File: config.mk
export PLATFORM = sky130hd
export DESIGN_NAME = convert8to32
export DESIGN_NICKNAME = d
export VERILOG_FILES = /design/src/rtl/convert8to32.sv
export SDC_FILE = /design/constraint.sdc
export NUM_CORES = 1
export LEC_CHECK = 0
export ABC_AREA = 1
export BUFFER_PORTS_ARGS = -buffer_cell sky130_fd_sc_hd__buf_2
export CAP_MARGIN = 20
export CORE_MARGIN = 2
export CORE_UTILIZATION = 40
export DETAILED_ROUTE_END_ITERATION = 10
export SLEW_MARGIN = 10
export SYNTH_ARGS = -nofsm -noshare
export SYNTH_HDL_FRONTEND = slang
export SYNTH_SLANG_ARGS = --single-unit
export TNS_END_PERCENT = 50
File: constraint.sdc
create_clock -name clk -period 1.8 [get_ports clk]
set_clock_uncertainty 0.2 [all_clocks]
set_input_delay 0.36 -clock clk [delete_from_list [all_inputs] [get_ports clk]]
set_output_delay 0.36 -clock clk [all_outputs]
set_load 0.1 [all_outputs]
File: src/rtl/convert8to32.sv
`default_nettype none
// ============================================================================
//  Module   : convert8to32
//  Purpose  : Packs a stream of bytes into 32-bit words. Four accepted bytes
//             form one word, with the lane order set by LSB_FIRST. The next
//             word keeps assembling while the current output word waits for
//             the downstream side to take it.
//  Revision : 1.0  initial release
// ----------------------------------------------------------------------------
//  Parameters
//    LSB_FIRST  1: first byte -> out_data[7:0];  0: first byte -> out_data[31:24]
//  Ports
//    clk        in   1   clock, all state updates on the rising edge
//    reset      in   1   asynchronous reset, active low
//    in_data    in   8   byte to be packed
//    in_valid   in   1   in_data is valid this cycle
//    in_ready   out  1   block accepts in_data this cycle
//    align      in   1   discard the partial word and restart at byte 0
//    out_data   out  32  assembled word
//    out_valid  out  1   out_data holds a complete word not yet consumed
//    out_ready  in   1   downstream consumes out_data this cycle
//    byte_count out  2   bytes held in the partial word (0..3)
// ============================================================================
module convert8to32 #(
    parameter int LSB_FIRST = 1
) (
    input  logic        clk,
    input  logic        reset,
    input  logic [7:0]  in_data,
    input  logic        in_valid,
    output logic        in_ready,
    input  logic        align,
    output logic [31:0] out_data,
    output logic        out_valid,
    input  logic        out_ready,
    output logic [1:0]  byte_count
);

    // Partial word: the three bytes collected before the fourth arrives.
    logic [23:0] partial;
    logic [23:0] partial_next;
    logic [31:0] word_next;
    logic        byte_xfer;
    logic        last_byte;

    // Byte 3 can only be taken when the output register is free, or is being
    // emptied on the same edge. Bytes 0..2 never touch the output register,
    // so they are accepted even under backpressure.
    assign in_ready  = !align && ((byte_count != 2'd3) || !out_valid || out_ready);
    assign byte_xfer = in_valid && in_ready;
    assign last_byte = (byte_count == 2'd3);

    generate
        if (LSB_FIRST != 0) begin : g_lsb_first
            // Byte 0 sits in partial[7:0]; the new byte becomes the top lane.
            assign word_next = {in_data, partial};

            always_comb begin
                partial_next = partial;
                case (byte_count)
                    2'd0:    partial_next[7:0]   = in_data;
                    2'd1:    partial_next[15:8]  = in_data;
                    2'd2:    partial_next[23:16] = in_data;
                    default: partial_next        = partial;
                endcase
            end
        end else begin : g_msb_first
            // Byte 0 sits in partial[23:16]; the new byte becomes the bottom lane.
            assign word_next = {partial, in_data};

            always_comb begin
                partial_next = partial;
                case (byte_count)
                    2'd0:    partial_next[23:16] = in_data;
                    2'd1:    partial_next[15:8]  = in_data;
                    2'd2:    partial_next[7:0]   = in_data;
                    default: partial_next        = partial;
                endcase
            end
        end
    endgenerate

    always_ff @(posedge clk or negedge reset) begin
        if (!reset) begin
            partial    <= 24'h0;
            byte_count <= 2'd0;
            out_data   <= 32'h0;
            out_valid  <= 1'b0;
        end else begin
            // Partial-word path. in_ready is low while align is high, so no
            // byte can be accepted on an align edge.
            if (align) begin
                partial    <= 24'h0;
                byte_count <= 2'd0;
            end else if (byte_xfer) begin
                if (last_byte) begin
                    byte_count <= 2'd0;
                end else begin
                    partial    <= partial_next;
                    byte_count <= byte_count + 2'd1;
                end
            end

            // Output register. A completing word takes priority over the
            // consume so back-to-back words keep out_valid high; with
            // out_valid low, clearing it on out_ready is a no-op.
            if (byte_xfer && last_byte) begin
                out_data  <= word_next;
                out_valid <= 1'b1;
            end else if (out_ready) begin
                out_valid <= 1'b0;
            end
        end
    end

endmodule
`default_nettype wire
==> results of run 1 <==
registers in the layout, summed over array words and instances (netlist names):
name        flops
partial        24
byte_count      2
out_valid       1
out_data       32
cells by family after synthesis:
kind of cell | after synthesis
adder cells (fa/ha/maj) | 4
flip-flops | 59
buffers and inverters | 48
AND/OR/NAND/NOR | 123
AO/OA/AOI/OAI | 39
power breakdown:
part / total (mW) / leakage (nW) / switching [mW] / internal (mW)
Combinational: 1.53 / 0.846 / 1.27 / 0.259
Sequential: 1.61 / 0.783 / 0.0957 / 1.51
Clock: 1.05 / 0.0905 / 0.480 / 0.572
layout make-up:
type,count,area [um2],share of cell area (%)
clock buffer,14,162.7,5.120
clock inverter,2,10.01,0.3151
inverter,38,151.4,4.766
multi-input combinational,166,920.9,28.99
sequential,59,1488,46.83
tap,77,96.34,3.033
timing repair buffer,56,347.8,10.95
through the flow:
stage / cell area, um2 / util (%) / power [mW] / hold slack (ns)
finish: 3177 / 50.32 / 4.185 / 0.09917
global route: 3177 / 50.32 / 4.387 / 0.08861
CTS: 3168 / 50.18 / 4.227 / 0.09137
detailed placement: 2942 / 46.59 / 3.147 / 0.1968
global placement: 2942 / 46.59 / 3.131 / 0.1901
floorplan: 2639 / - / 2.883 / -0.1356
cell usage after synthesis:
cell type | instances | area share [%]
a31o_2 | 3 | 1.0
inv_6 | 1 | 0.34
dfrtp_1 | 59 | 57
nand3_1 | 4 | 0.77
ha_1 | 4 | 1.9
buf_6 | 7 | 3.0
a31oi_4 | 3 | 2.5
o21ai_0 | 2 | 0.38
o21ai_2 | 23 | 7.7
clkbuf_2 | 1 | 0.19
nor2_1 | 8 | 1.2
buf_2 | 1 | 0.19
nand2_1 | 108 | 16
nand4_1 | 2 | 0.48
a21oi_1 | 1 | 0.19
nand4_4 | 1 | 0.82
buf_4 | 1 | 0.29
o21ai_1 | 7 | 1.3
inv_1 | 37 | 5.3
worst max-delay path, stage by stage (launching register included):
cell	delay, ns
dfrtp_4	0.49
ha_4	0.18
a21oi_4	0.14
buf_12	0.19
worst max path at each step:
| stage | start | endpoint | slack, ns |
|---|---|---|---|
| finish | byte_count[0] | in_ready | -0.09 |
| global route | byte_count[0] | in_ready | -0.13 |
| CTS | byte_count[0] | in_ready | -0.10 |
| detailed placement | byte_count[1] | partial[11] | 0.08 |
| global placement | byte_count[1] | partial[0] | 0.14 |
| floorplan | byte_count[1] | in_ready | -0.18 |
layer usage:
metal	routed length [um]	GRT usage, %	vias to the layer above	share of wire (%)
met2	2350	24.55	42	46
li1	-	-	957	-
met4	136	8.225	0	2.7
met3	217	3.638	11	4.3
met1	2364	20.66	861	47
met5	0	0	-	0
placed cells by master, fill, tap and decap left out, types with 3 or more instances in the layout:
cell type / instances
a31oi_4: 3
buf_12: 3
buf_2: 45
buf_4: 7
clkbuf_1: 3
clkbuf_8: 11
dfrtp_1: 56
dfrtp_4: 3
ha_1: 3
inv_1: 36
nand2_1: 107
nand3_1: 4
nor2_1: 8
o21ai_1: 7
o21ai_2: 23
repair_timing:
| action | in CTS | in global routing |
|---|---|---|
| hold buffers | 1 | 0 |
| buffers inserted | 4 | 0 |
| endpoints found under the hold margin | 59 | 0 |
| gates resized for setup | 4 | 1 |
| pin swaps | 2 | 0 |
| setup endpoints to repair | 1 | 2 |
==> results by group, run 1 <==
Cells and area
  • FILL cells: slightly above 600
  • Layout cells sized above 1: between 30% and 40%
  • Final cell count without fillers: 412
  • # diodes: 0
  • Nets@finish: ~350
  • Area growth, synth to finish: 22.13%

Timing
  • Slew margin rel.: roughly two thirds
  • Final Setup Violations: 1
  • Setup_tns: -0.08939 ns
  • Final slew viol count: 0
  • Max Fclk: ~0.53 GHz
  • Final Cycle Share: 105.0%
  • Period minus WS final: 1.889 ns
  • Worst setup margin: -0.08939 ns
  • Worst-Margin Slew: around 0.5 ns
  • RSZ-0062 raised after global routing: yes
  • Hold Vio Cnt, Final: 0

Floorplan
  • Die height: about 85 um
  • Die width: around 85 um
  • Die Area: slightly above 7000 um2
  • I/O pin count: 49
  • Core Area: around 6300 um2
  • Standard-cell rows: 29
  • Initial cell density of the core: between 40% and 50%

Setup path
  • R2r endpoint: partial[10]
  • WS Path Type: flip-flop to primary output
  • Setup crit end kind: primary output
  • Reg-to-reg setup timing slack: 0.08 ns
  • Critical Path Source Type: flip-flop
  • Worst Path Arrival: about 1.3 ns
  • Max Fanout on Critical Path: 3
  • Worst Reg2Reg Path Length in Cells: 6
  • Reg2reg start: byte_count[0]
  • Worst Path Required: ~1.2 ns

Worst hold path
  • HP Start: in_data[5]
  • Worst Hold Depth: 3
  • Hold Path Class: input pin to flip-flop
  • Hold EP: out_data[29]

Pwr
  • Leak: 1.720 nW
  • Worst VDD drop: 0.6324 mV
  • Power Density: 1317 nW/um2

CTS
  • CTS buffer count: 9
  • H-tree depth reported by CTS: 3
  • Max clock buf depth: 2
  • Clock Pin Slew Worst Setup and Hold Paths: about 0.060 ns
  • Clk Tree Root Cell: clkbuf_8
  • CTS sink cnt: 59
  • CTS tree: yes
  • Clock latency on the worst-skew pair: approximately 0.33 ns

Synthesis
  • Post-synthesis simple-gate area fraction: a little under a fifth
  • Post-Synth XOR/XNOR Area: 0%
  • Largest family of logic cells by synthesized area: simple AND/OR/NAND/NOR gates
  • Adder-cell share of the synthesized area: roughly 1.9%
  • Synth warn: 0
  • Syn Std Cell Area: around 2600 um2
  • Multiplexer share of the synthesized area: 0%
  • Synthesized Nets: 290
  • Synth Area in Compound Gates: approximately an eighth
  • Yosys reg bits: 59
  • Syn Inst Count: approximately 270
  • Post-synth cell types: 19
  • Seq/Total Area, Yosys: a little under three fifths
  • Avg Cell Area, Syn: between 9 and 10 um2

Job
  • Max-cap check violation count: 0

Global routing
  • All-Layer GR Usage: between 10% and 20%
  • First-pass GRT wire length: about 9000 um
  • Vias in the first global route: approximately 1900
  • Largest net degree at the start of global routing: between 60 and 70
  • Total grt overflow: 0
  • Initial antenna violation count: 0

Detailed routing
  • Vias: 1871
  • Average wire per standard cell: roughly 12 um
  • Total Wirelength: slightly above 5000 um
  • Vias per inst: approximately 4.5
  • Antenna Nets Post-Route: 0
  • Initial DRC count: roughly 120
  • First-pass detailed-route iteration total: 5
  • Drt drc: 0

Placement
  • Gpl congestion: roughly 0.77
  • Pre-CTS setup slack: between 0.08 and 0.09 ns
  • Inst Count DP: ~390
  • Hpwl dp: between 3000 and 4000 um
  • IO buf count: 48

Status
  • Status: finished, violations left
  • Failing checks: setup timing
No activity file was read; power rests on OpenSTA's default activity.
==> run 2: changes to the inputs <==
--- a/config.mk
+++ b/config.mk
@@ -11,6 +11,7 @@
 export CORE_MARGIN = 2
 export CORE_UTILIZATION = 40
 export DETAILED_ROUTE_END_ITERATION = 10
+export RECOVER_POWER = 100
 export SLEW_MARGIN = 10
 export SYNTH_ARGS = -nofsm -noshare
 export SYNTH_HDL_FRONTEND = slang
==> run 2 against run 1 <==
Power shrank 1.4%. Critical path depth is the same. First-iteration DRC count shrank 1.7%. Cell area shrank 3.0%. Sequential cell count is the same. Non-clock buffer count is the same. Sequential share of layout area grew 1.5 points. The run still ends with setup timing left.
==> results by group, run 2 (synthesis results as in run 1) <==
Status
  • Status: finished, violations left
  • Failing checks: setup timing

Global routing
  • Initial antenna violation count: 0 (unchanged)
  • Total grt overflow: 0 (unchanged)
  • Vias in the first global route: 1929 (unchanged)
  • Largest net degree at the start of global routing: 66 (unchanged)
  • All-Layer GR Usage: 15.79% (unchanged)
  • First-pass GRT wire length: 8769 um (unchanged)

CTS
  • Max clock buf depth: 2 (unchanged)
  • Clock latency on the worst-skew pair: 0.32 ns (about the same)
  • Clock Pin Slew Worst Setup and Hold Paths: 0.06 ns (about the same)
  • H-tree depth reported by CTS: 3 (unchanged)
  • CTS buffer count: 9 (unchanged)
  • CTS tree: yes
  • CTS sink cnt: 59 (unchanged)
  • Clk Tree Root Cell: clkbuf_8

Detailed routing
  • Drt drc: 0 (unchanged)
  • First-pass detailed-route iteration total: 4 (-1)
  • Vias: 1868 (-0.16%)
  • Average wire per standard cell: 12.38 um (+0.65%)
  • Vias per inst: 4.534 (-0.16%)
  • Antenna Nets Post-Route: 0 (unchanged)
  • Total Wirelength: 5100 um (+0.65%)
  • Initial DRC count: 114 (-1.7%)

Setup path
  • Setup crit end kind: primary output
  • WS Path Type: flip-flop to primary output
  • CP Cell Sequence: ha_4 -> a21oi_4 -> buf_12
  • Max Fanout on Critical Path: 3 (unchanged)
  • Slowest stage delay, CP: 0.49 ns (about the same)
  • Worst Path Required: 1.24 ns (about the same)
  • Worst Path Arrival: 1.32 ns (about the same)
  • Critical-path top delay cell: dfrtp_4
  • Critical Path Source Type: flip-flop

Timing
  • Final Cycle Share: 104.6% (-0.34 points)
  • Final slew viol count: 0 (unchanged)
  • Worst-Margin Slew: 0.7922 ns (+0.3044 ns)
  • Max Fclk: 0.5310 GHz (+0.32%)
  • Setup_tns: -0.08335 ns (+0.006043 ns)
  • Period minus WS final: 1.883 ns (-0.006043 ns)
  • Hold Vio Cnt, Final: 0 (unchanged)
  • Worst setup margin: -0.08335 ns (+0.006043 ns)
  • Slew margin rel.: 47.18% (-21 points)
  • RSZ-0062 raised after global routing: yes
  • Final Setup Violations: 1 (unchanged)
  • Min Hold Slack: 0.1178 ns (+0.01859 ns)

Cells and area
  • Most frequent cells in the layout: 107 x nand2_1, 56 x dfrtp_1, 36 x inv_1
  • Layout cells sized above 1: 24.78% (-6.9 points)
  • Area growth, synth to finish: 18.42%
  • # diodes: 0 (unchanged)
  • Top reg by flops: out_data
  • Largest regs: out_data x32, partial x24, byte_count x2
  • Nets@finish: 347 (unchanged)
  • Max reg flops: 32 (unchanged)
  • Most common cell after layout, fill and taps aside: nand2_1
  • FILL cells: 647 (+3.9%)

Pwr
  • Power Density: 1340 nW/um2 (+1.7%)
  • Sw frac: 44.05% (about the same)
  • Worst VDD drop: 0.6260 mV (-1.0%)
  • Clk pwr share: 25.4% (+0.3 points)
  • Seq pwr share: 39.1% (+0.7 points)
  • Share of power burned in combinational logic: 35.5% (-1.0 points)
  • Pint: 2.308 mW (-1.4%)
  • Sw Pwr: 1.818 mW (-1.4%)
  • Leak: 1.653 nW (-3.8%)

Placement
  • Hpwl dp: 3406 um (unchanged)
  • Gpl congestion: 0.7689 (unchanged)
  • IO buf count: 48 (unchanged)

Floorplan
  • I/O pin count: 49 (unchanged)
  • Core Area: 6314 um2 (unchanged)
  • Initial cell density of the core: 41.20% (unchanged)
  • Die width: 84.64 um (unchanged)
  • Standard-cell rows: 29 (unchanged)
  • Die height: 84.64 um (unchanged)
  • Die Area: 7164 um2 (unchanged)

Worst hold path
  • Hold Path Class: input pin to flip-flop

Job
  • Max-cap check violation count: 0 (unchanged)
==> run 2: per-stage QoR <==
step	util [%]	cells	cell area [um2]	total power, mW	worst slack, ns
global placement	46.59	391	2942	3.131	0.1352
finish	48.79	412	3080	4.126	-0.08335
CTS	50.18	412	3168	4.227	-0.1016
detailed placement	46.59	391	2942	3.147	0.08357
global route	48.79	412	3080	4.331	-0.1332
floorplan	-	273	2639	2.883	-0.1832
==> run 2: routing by layer <==
| metal | GRT usage, % | wire length (um) | vias to the layer above | share of wire, % |
|---|---|---|---|---|
| li1 | - | - | 957 | - |
| met1 | 20.66 | 2483 | 866 | 49 |
| met2 | 24.55 | 2349 | 37 | 46 |
| met3 | 3.638 | 162 | 8 | 3.2 |
| met4 | 8.225 | 105 | 0 | 2.1 |
| met5 | 0 | 0 | - | 0 |
==> run 2: area by class of cell <==
cell class / instances / area, um2 / area share (%)
tap: 77 / 96.34 / 3.128
multi-input combinational: 166 / 837.1 / 27.17
clock buffer: 14 / 162.7 / 5.280
timing repair buffer: 56 / 335.3 / 10.89
sequential: 59 / 1488 / 48.29
inverter: 38 / 151.4 / 4.915
clock inverter: 2 / 10.01 / 0.3249
==> run 2: worst paths after layout <==
check,end,slack [ns],startpoint,cells after the start
setup reg to reg,partial[0],0.03,byte_count[0],6
hold / removal,out_data[29],0.12,in_data[5],3
min in group asynchronous,out_data[24],0.57,reset,3
hold reg to reg,partial[1],0.28,partial[1],2
setup / recovery,in_ready,-0.08,byte_count[0],3
max in group asynchronous,byte_count[0],0.24,reset,3
==> run 2: power by group through the flow <==
stage / combinational, mW / clock, mW / sequential [mW]
3_5_place_dp: 1.51 / 0 / 1.63
3_3_place_gp: 1.50 / 0 / 1.63
4_1_cts: 1.54 / 1.08 / 1.61
5_1_grt: 1.54 / 1.15 / 1.63
6_report: 1.46 / 1.05 / 1.61
2_1_floorplan: 0.311 / 0 / 2.57
==> run 2: repair_timing <==
action                                 4_1_cts  5_1_grt
setup endpoints to repair                    1        2
buffers inserted                             4        0
pin swaps                                    2        0
hold buffers                                 1        0
gates resized for setup                      4        1
endpoints found under the hold margin       59        0
==> run 2: critical path, delay by kind of cell (launching register included) <==
kind                       cells  cell delay [ns]
AOI/OAI and AO/OA              1             0.14
adders and majority gates      1             0.18
buffers and inverters          1             0.19
DFF                            1             0.49
